===== src/rtl/bank_stream_reader.sv =====
// bank_stream_reader: walks an SRAM address range and returns the words
// as a valid/ready stream with a last marker.
// Ports: start/base_addr/length request, busy/done status,
//        mem_rd_en/mem_addr/mem_rdata SRAM read port,
//        out_valid/out_ready/out_data/out_last output stream.
module bank_stream_reader #(
  parameter int DATA_W     = 128,
  parameter int ADDR_W     = 7,
  parameter int LAT        = 1,
  parameter int FIFO_DEPTH = 4
) (
  input  logic              vsi_clk,
  input  logic              vsi_reset_n,
  input  logic              start,
  input  logic [ADDR_W-1:0] base_addr,
  input  logic [ADDR_W:0]   length,
  output logic              busy,
  output logic              done,
  output logic              mem_rd_en,
  output logic [ADDR_W-1:0] mem_addr,
  input  logic [DATA_W-1:0] mem_rdata,
  output logic              out_valid,
  input  logic              out_ready,
  output logic [DATA_W-1:0] out_data,
  output logic              out_last
);

  localparam int PW = $clog2(FIFO_DEPTH);
  localparam int CW = PW + 2;
  localparam logic [ADDR_W:0] ONE = 1;

  typedef enum logic [1:0] {
    IDLE,
    ISSUE,
    DRAIN,
    FIN
  } stateE;

  stateE state;
  stateE stateNext;

  logic [ADDR_W-1:0] addr;
  logic [ADDR_W-1:0] issueAddr;
  logic [ADDR_W:0]   remaining;
  logic [ADDR_W:0]   issueLeft;
  logic [ADDR_W:0]   wordsLeft;
  logic [LAT-1:0]    pipe;
  logic [DATA_W:0]   fifoMem [FIFO_DEPTH];
  logic [DATA_W:0]   head;
  logic [PW-1:0]     wrPtr;
  logic [PW-1:0]     rdPtr;
  logic [CW-1:0]     fifoCount;
  logic [CW-1:0]     used;
  logic              accept;
  logic              issue;
  logic              push;
  logic              pop;
  logic              headLast;

  assign head      = fifoMem[rdPtr];
  assign headLast  = head[DATA_W];
  assign out_valid = fifoCount != '0;
  // Gate the head so outputs read 0 whenever the FIFO is empty.
  assign out_data  = out_valid ? head[DATA_W-1:0] : '0;
  assign out_last  = out_valid & headLast;
  assign pop       = out_valid & out_ready;
  assign push      = pipe[LAT-1];

  assign issueAddr = accept ? base_addr : addr;
  assign issueLeft = accept ? length : remaining;

  // Slots already claimed: buffered words plus reads still in flight
  // (the registered enable stage and the latency shift register).
  always_comb begin
    used = fifoCount + CW'(mem_rd_en);
    for (int i = 0; i < LAT; i++) begin
      used = used + CW'(pipe[i]);
    end
  end

  // The first read goes out on the accepting edge, so the pipeline
  // starts one cycle earlier and a 1-word burst skips ISSUE.
  always_comb begin
    stateNext = state;
    accept    = 1'b0;
    issue     = 1'b0;
    busy      = 1'b1;
    done      = 1'b0;
    unique case (state)
      IDLE: begin
        busy = 1'b0;
        if (start) begin
          accept = 1'b1;
          if (length == '0) begin
            stateNext = FIN;
          end else begin
            issue     = 1'b1;
            stateNext = (length == ONE) ? DRAIN : ISSUE;
          end
        end
      end
      ISSUE: begin
        if (used < CW'(FIFO_DEPTH)) begin
          issue = 1'b1;
          if (remaining == ONE) begin
            stateNext = DRAIN;
          end
        end
      end
      DRAIN: begin
        if (pop && headLast) begin
          stateNext = FIN;
        end
      end
      FIN: begin
        done      = 1'b1;
        stateNext = IDLE;
      end
    endcase
  end

  always_ff @(posedge vsi_clk or negedge vsi_reset_n) begin
    if (!vsi_reset_n) begin
      state <= IDLE;
    end else begin
      state <= stateNext;
    end
  end

  always_ff @(posedge vsi_clk or negedge vsi_reset_n) begin
    if (!vsi_reset_n) begin
      mem_rd_en <= 1'b0;
      mem_addr  <= '0;
      addr      <= '0;
      remaining <= '0;
      wordsLeft <= '0;
      pipe      <= '0;
      wrPtr     <= '0;
      rdPtr     <= '0;
      fifoCount <= '0;
    end else begin
      mem_rd_en <= issue;
      if (issue) begin
        mem_addr  <= issueAddr;
        addr      <= issueAddr + ADDR_W'(1);
        remaining <= issueLeft - ONE;
      end
      if (accept) begin
        wordsLeft <= length;
      end else if (push) begin
        wordsLeft <= wordsLeft - ONE;
      end
      pipe[0] <= mem_rd_en;
      for (int i = 1; i < LAT; i++) begin
        pipe[i] <= pipe[i-1];
      end
      if (push) begin
        wrPtr <= wrPtr + PW'(1);
      end
      if (pop) begin
        rdPtr <= rdPtr + PW'(1);
      end
      fifoCount <= fifoCount + CW'(push) - CW'(pop);
    end
  end

  // Storage needs no reset: entries are only read once counted valid.
  always_ff @(posedge vsi_clk) begin
    if (push) begin
      fifoMem[wrPtr] <= {wordsLeft == ONE, mem_rdata};
    end
  end

endmodule


===== config.mk =====
export PLATFORM = sky130hd
export DESIGN_NAME = bank_stream_reader
export DESIGN_NICKNAME = d
export VERILOG_FILES = /design/src/rtl/bank_stream_reader.sv
export SDC_FILE = /design/constraint.sdc
export NUM_CORES = 1
export LEC_CHECK = 0
export CAP_MARGIN = 10
export CORE_MARGIN = 5
export CORE_UTILIZATION = 42
export CTS_CLUSTER_SIZE = 10
export DETAILED_ROUTE_END_ITERATION = 10
export SYNTH_ARGS = -nofsm -noshare
export SYNTH_HDL_FRONTEND = slang
export SYNTH_SLANG_ARGS = --single-unit
export TNS_END_PERCENT = 30

===== constraint.sdc =====
create_clock -name vsi_clk -period 6.6 [get_ports vsi_clk]
set_input_delay 1.32 -clock vsi_clk [delete_from_list [all_inputs] [get_ports vsi_clk]]
set_output_delay 1.32 -clock vsi_clk [all_outputs]
set_load 0.02 [all_outputs]

# ---- Yosys cells after proc, flatten, opt, wreduce, memory -nomap -nowiden
# Memory sizes are Yosys's and may differ from the RTL's.
# Index checks and enable logic that the tools add are counted.
dict set report totals {
  romBits 0
  n_memories 1
  latch_bits 0
  mem_bits_rw 516
  reg_bits 42
  wordCells 61
}
# name words width read_ports rd_clocked_by_memory_dff write_ports line_no
set mem_list {}
lappend mem_list {fifoMem 4 129 1 0 1 48} ;# logic [DATA_W:0] fifoMem [FIFO_DEPTH];
dict set report op_classes {
  reduce_logical 6
  shifts 0
  magnitude_cmp 1
  multipliers 0
  addsub 9
  bitwise 2
  muxes 22
  div_mod_pow 0
  n_eq_ne 10
}
# op count
set op_table {}
lappend op_table {{128-bit 2-to-1 mux} 1}
lappend op_table {{8-bit by 1-bit == test with 1-bit output, second input constant} 3}
lappend op_table {{8-bit 2-to-1 mux} 3}
lappend op_table {{8-bit by 1-bit subtractor with 8-bit output, second input constant} 2}
lappend op_table {{4-bit by 1-bit adder with 4-bit output} 3}
lappend op_table {{2-bit 2-to-1 mux} 6}
lappend op_table {{1-bit 2-to-1 mux} 9}
lappend op_table {{8-bit logical NOT} 1}
lappend op_table {{2-bit != test, second input constant} 4}
lappend op_table {{2-bit one-hot mux with 4 select lines} 1}
lappend op_table {{7-bit by 1-bit adder with 7-bit output, second input constant} 1}
lappend op_table {{7-bit 2-to-1 mux} 1}
lappend op_table {{2-bit by 1-bit adder with 2-bit output, second input constant} 2}
lappend op_table {{2-bit == test, second input constant} 2}
lappend op_table {{4-bit by 3-bit less-than comparator with 1-bit output, second input constant} 1}
lappend op_table {{4-bit AND reduction} 1}
lappend op_table {{4-bit nonzero test} 1}
lappend op_table {{4-bit by 1-bit subtractor with 4-bit output} 1}
lappend op_table {{1-bit AND} 2}
lappend op_table {{2-bit by 1-bit == test with 1-bit output, second input constant} 1}
lappend op_table {{2-bit logical NOT} 1}
lappend op_table {{1-bit one-hot mux with 2 select lines} 1}
lappend op_table {{2-bit nonzero test} 1}
lappend op_table {{1-bit logical AND} 1}

# ---- Longest topological paths before layout
dict set report depth {
  depth_word 5
  depth_mapped 14
  depth_no_buf 11
}

# ---- Worst setup path after synthesis
# Ideal clock, no wire load.
dict set report synth_timing {
  kind {register to register}
  from {reg pipe}
  to {mem fifoMem[0][0] (netlist name), enable pin}
  t_required_ns 6.097
  path_buffers 1
  slack_ns 2.427
  arrival_time_ns 3.669
  stages_incl_launch_ff 3
  cell_sequence {dfrtp_1 clkbuf_1 and2_1}
}
dict set report synth_between {
  elab_chain_cells 2
}
# element line_no
set synth_lines {}
lappend synth_lines {{start, declared} 47} ;# logic [LAT-1:0] pipe;
lappend synth_lines {{start signal, assigned by index} 155} ;# pipe[i] <= pipe[i-1];
lappend synth_lines {{1-bit 2-to-1 mux} 169} ;# if (push) begin
lappend synth_lines {{1-bit 2-to-1 mux (not written as such)} 170} ;# fifoMem[wrPtr] <= {wordsLeft == ONE, mem_rdata};
lappend synth_lines {{end, declared} 48}
# Every way passes these cells.

# ---- Final worst setup path
dict set report layout_timing {
  from {reg rdPtr[0]}
  to {out out_data[40]}
}
dict set report layout_between {
  elab_chain_cells 2
}
# element line_no
set layout_lines {}
lappend layout_lines {{start, declared} 51} ;# logic [PW-1:0] rdPtr;
lappend layout_lines {{start signal, assigned} 161} ;# rdPtr <= rdPtr + PW'(1);
lappend layout_lines {{memory 4 x 129 bit} -}
lappend layout_lines {{128-bit 2-to-1 mux} 64} ;# assign out_data = out_valid ? head[DATA_W-1:0] : '0;
lappend layout_lines {{end, declared} 24} ;# output logic [DATA_W-1:0] out_data,
# Every way passes these cells.

==> qor.csv <==
stage,metric,value,unit
logic_synthesis,Synth area leader,edfxtp_1,
pwr,Comb pwr share,38.6,%
global_routing,vias in the first global route,12100,
logic_synthesis,Mapped Cells,1131,
critical_path,slack of the worst reg-to-reg path,3.47,ns
clock_network,CTS tree,done,
outcome,status,"finished, final reports clean",
logic_synthesis,ys flop type,edfxtp_1,
pwr,Clk pwr share,24.2,%
floorplan,Initial Utilization,42.3,%
pwr,Pwr Density,469,nW/um^2
clock_network,hold_buf cts,0,
detailed_routing,DR WL/cell,22.4,um
timing,Worst Skew,0.0133,ns
logic_synthesis,syn_area_per_cell,19.6,sq um
critical_path,Worst setup EP type,primary output,
logic_synthesis,sequential fraction of the synthesis area,74.5,%
floorplan,# IOs,287,
pwr,LEAKAGE,0.00909,uW
critical_path,cell family with most CP delay,buffers and inverters,
layout,post-route insts no fill,2154,
logic_synthesis,top cell type's share of synthesized area,69.8,%
critical_path,crit path cell chain,"buf_12, mux4_2, and2_1, clkdlybuf4s50_1",
detailed_routing,Post-route DRC,0,
layout,fillers,4191,
floorplan,row cnt,84,
place,Placed Instances,2065,
clock_network,CTS Buf Count,66,
pwr,Int Pwr,8820,uW
timing,setup TNS,0,ns
timing,min Tclk post-route,4.73,ns
critical_path,maximum fanout along the worst path,59,
pwr,sw power,4150,uW
pwr,Switching Share,32.0,%
layout,Nets,1613,
layout,fraction of layout cells with a size suffix above 1,16.3,%
pwr,peak supply drop,0.340,mV
detailed_routing,initial DRC count,710,
logic_synthesis,"count leader, synth",edfxtp_1,
place,HPWL after DPL,29300,um
timing,Final setup violation count,0,
timing,setup repair after global routing missed its margin,false,
logic_synthesis,ys async rst share,7.53,%
place,PortBufs,286,
clock_network,H-tree depth,3,
clock_network,post-cts repair resize count,0,
floorplan,Core Box Area,52400,sq um
logic_synthesis,main area contributors after synthesis,"edfxtp_1, mux4_2, dfrtp_1, and2_1, ha_1",
detailed_routing,Routed Antenna Nets,0,
hold_path,hold crit path type,register to register,
global_routing,first-pass GRT wire length,73700,um
critical_path,CP Buf/Inv Count,2,
logic_synthesis,top post-synthesis cells by count,"edfxtp_1, and2_1, mux4_2",
timing,final period utilization,71.6,%
logic_synthesis,"Distinct cells, synth",53,
place,Placed Area,25900,sq um
global_routing,Total GRT Usage,16.8,%
logic_synthesis,synthesized flop and latch total,558,
run,Max-Cap Viols,0,
clock_network,Clock Latency Late Sink,0.57,ns
logic_synthesis,"Net Count, Synth",1299,
logic_synthesis,synth warn,0,
timing,worst slew pin tran,1.01,ns
pwr,Seq pwr share,37.3,%
global_routing,initial antenna violation count,9,
layout,Area Overhead vs Synth,24.7,%
global_routing,largest net degree at the start of global routing,126,
critical_path,slowest CP cell,dfrtp_4,
critical_path,CP required,5.28,ns
timing,Worst Hold Slack,0.474,ns
timing,fmax,211,MHz
place,GP Congestion,0.776,
logic_synthesis,mapped cell area,22200,sq um
critical_path,critical path arrival,3.41,ns
timing,Final Max Tran Viols,0,
critical_path,Worst Setup Path Type,register to primary output,
floorplan,Die W,240,um
clock_network,Post-CTS Setup Inserts,0,
detailed_routing,total wire length,48300,um
timing,Final Hold Viols,0,
logic_synthesis,number of synthesized flops with an enable pin,516,
clock_network,clock tree root driver cell,clkbuf_16,
floorplan,die area,57500,sq um
detailed_routing,routed via count,11400,
clock_network,"Reg clk slew, reported paths",0.06,ns
detailed_routing,TritonRoute pass-1 iters,5,
timing,Slew headroom,32.6,%
clock_network,clock sinks,558,
detailed_routing,Avg Vias per Cell,5.27,
critical_path,CP startpoint kind,register,
layout,post-route cell area,27700,sq um
floorplan,Die H,240,um
global_routing,GR Overflow Total,0,
critical_path,max incr delay on CP,0.89,ns
clock_network,Max Buffers Root-to-Sink,3,
## metal layers
layer / vias to the layer above / wire length, um / GRT usage, %
li1: 5128 / - / -
met1: 5900 / 20700 / 23.2
met2: 262 / 23700 / 26.9
met3: 63 / 3200 / 4.75
met4: 6 / 751 / 4.49
met5: - / 33 / 0
## registers in the layout, indices dropped and copies added, names as in the netlist
signal     count
fifoMem      516
mem_rd_en      1
wrPtr          2
remaining      8
state          2
fifoCount      4
rdPtr          2
addr           7
mem_addr       7
wordsLeft      8
pipe           1
## kinds of logic (layout without fill, tap and decap cells)
family	count (synthesis)	in the layout	synth area share, %
mux	142	142	13.7
buf+inv	79	408	1.45
xor+xnor	14	14	0.552
fa+ha+maj	21	21	1.22
other cells	0	6	0
flops	558	558	74.5
compound gates	76	76	2.36
simple gates	241	241	6.18
## stage by stage
| stage | worst slack (ns) | utilization (%) | total power (uW) |
|---|---|---|---|
| 2_1_floorplan | 2.43 | - | 7920 |
| 3_3_place_gp | 2.36 | 49.3 | 9980 |
| 3_5_place_dp | 2.37 | 49.3 | 10000 |
| 4_1_cts | 1.73 | 52.7 | 13200 |
| 5_1_grt | 1.62 | 52.7 | 13700 |
| 6_report | 1.87 | 52.8 | 13000 |
## worst paths after layout
path	to	depth (start not counted)	from
setup / recovery	out_data[40]	4	rdPtr[0]
hold / removal	pipe	0	mem_rd_en
setup reg to reg	remaining[6]	12	state[0]
hold reg to reg	pipe	0	mem_rd_en
max in group asynchronous	rdPtr[1]	1	vsi_reset_n
min in group asynchronous	mem_rd_en	1	vsi_reset_n
## cell type report
cell class                      instances  area [sq um]  area share, %
Timing Repair Buffer                  302          3020           10.9
Multi-Input combinational cell        494          5350           19.3
Clock buffer                           79          1760           6.37
Tap cell                              688           861           3.11
Clock inverter                          4          33.8          0.122
Sequential cell                       558         16600           59.8
Inverter                               23          86.3          0.312
Antenna cell                            6          15.0         0.0542
## cell usage in the layout, fill, tap and decap left out, types with 20 or more instances in the layout
cell / n
ha_1: 20
nor2_1: 27
o21ai_0: 20
clkbuf_16: 68
and2_1: 131
clkdlybuf4s50_1: 285
inv_1: 23
dfrtp_1: 40
nand2_1: 34
mux4_2: 129
edfxtp_1: 516
## power groups by stage
stage	registers, uW	logic (uW)	clock network, uW
6_report	4830	5000	3130
5_1_grt	4900	5380	3390
4_1_cts	4850	5130	3230
3_5_place_dp	4910	5090	0
3_3_place_gp	4890	5090	0
2_1_floorplan	4810	3110	0
(Power assumes the default switching activity.)
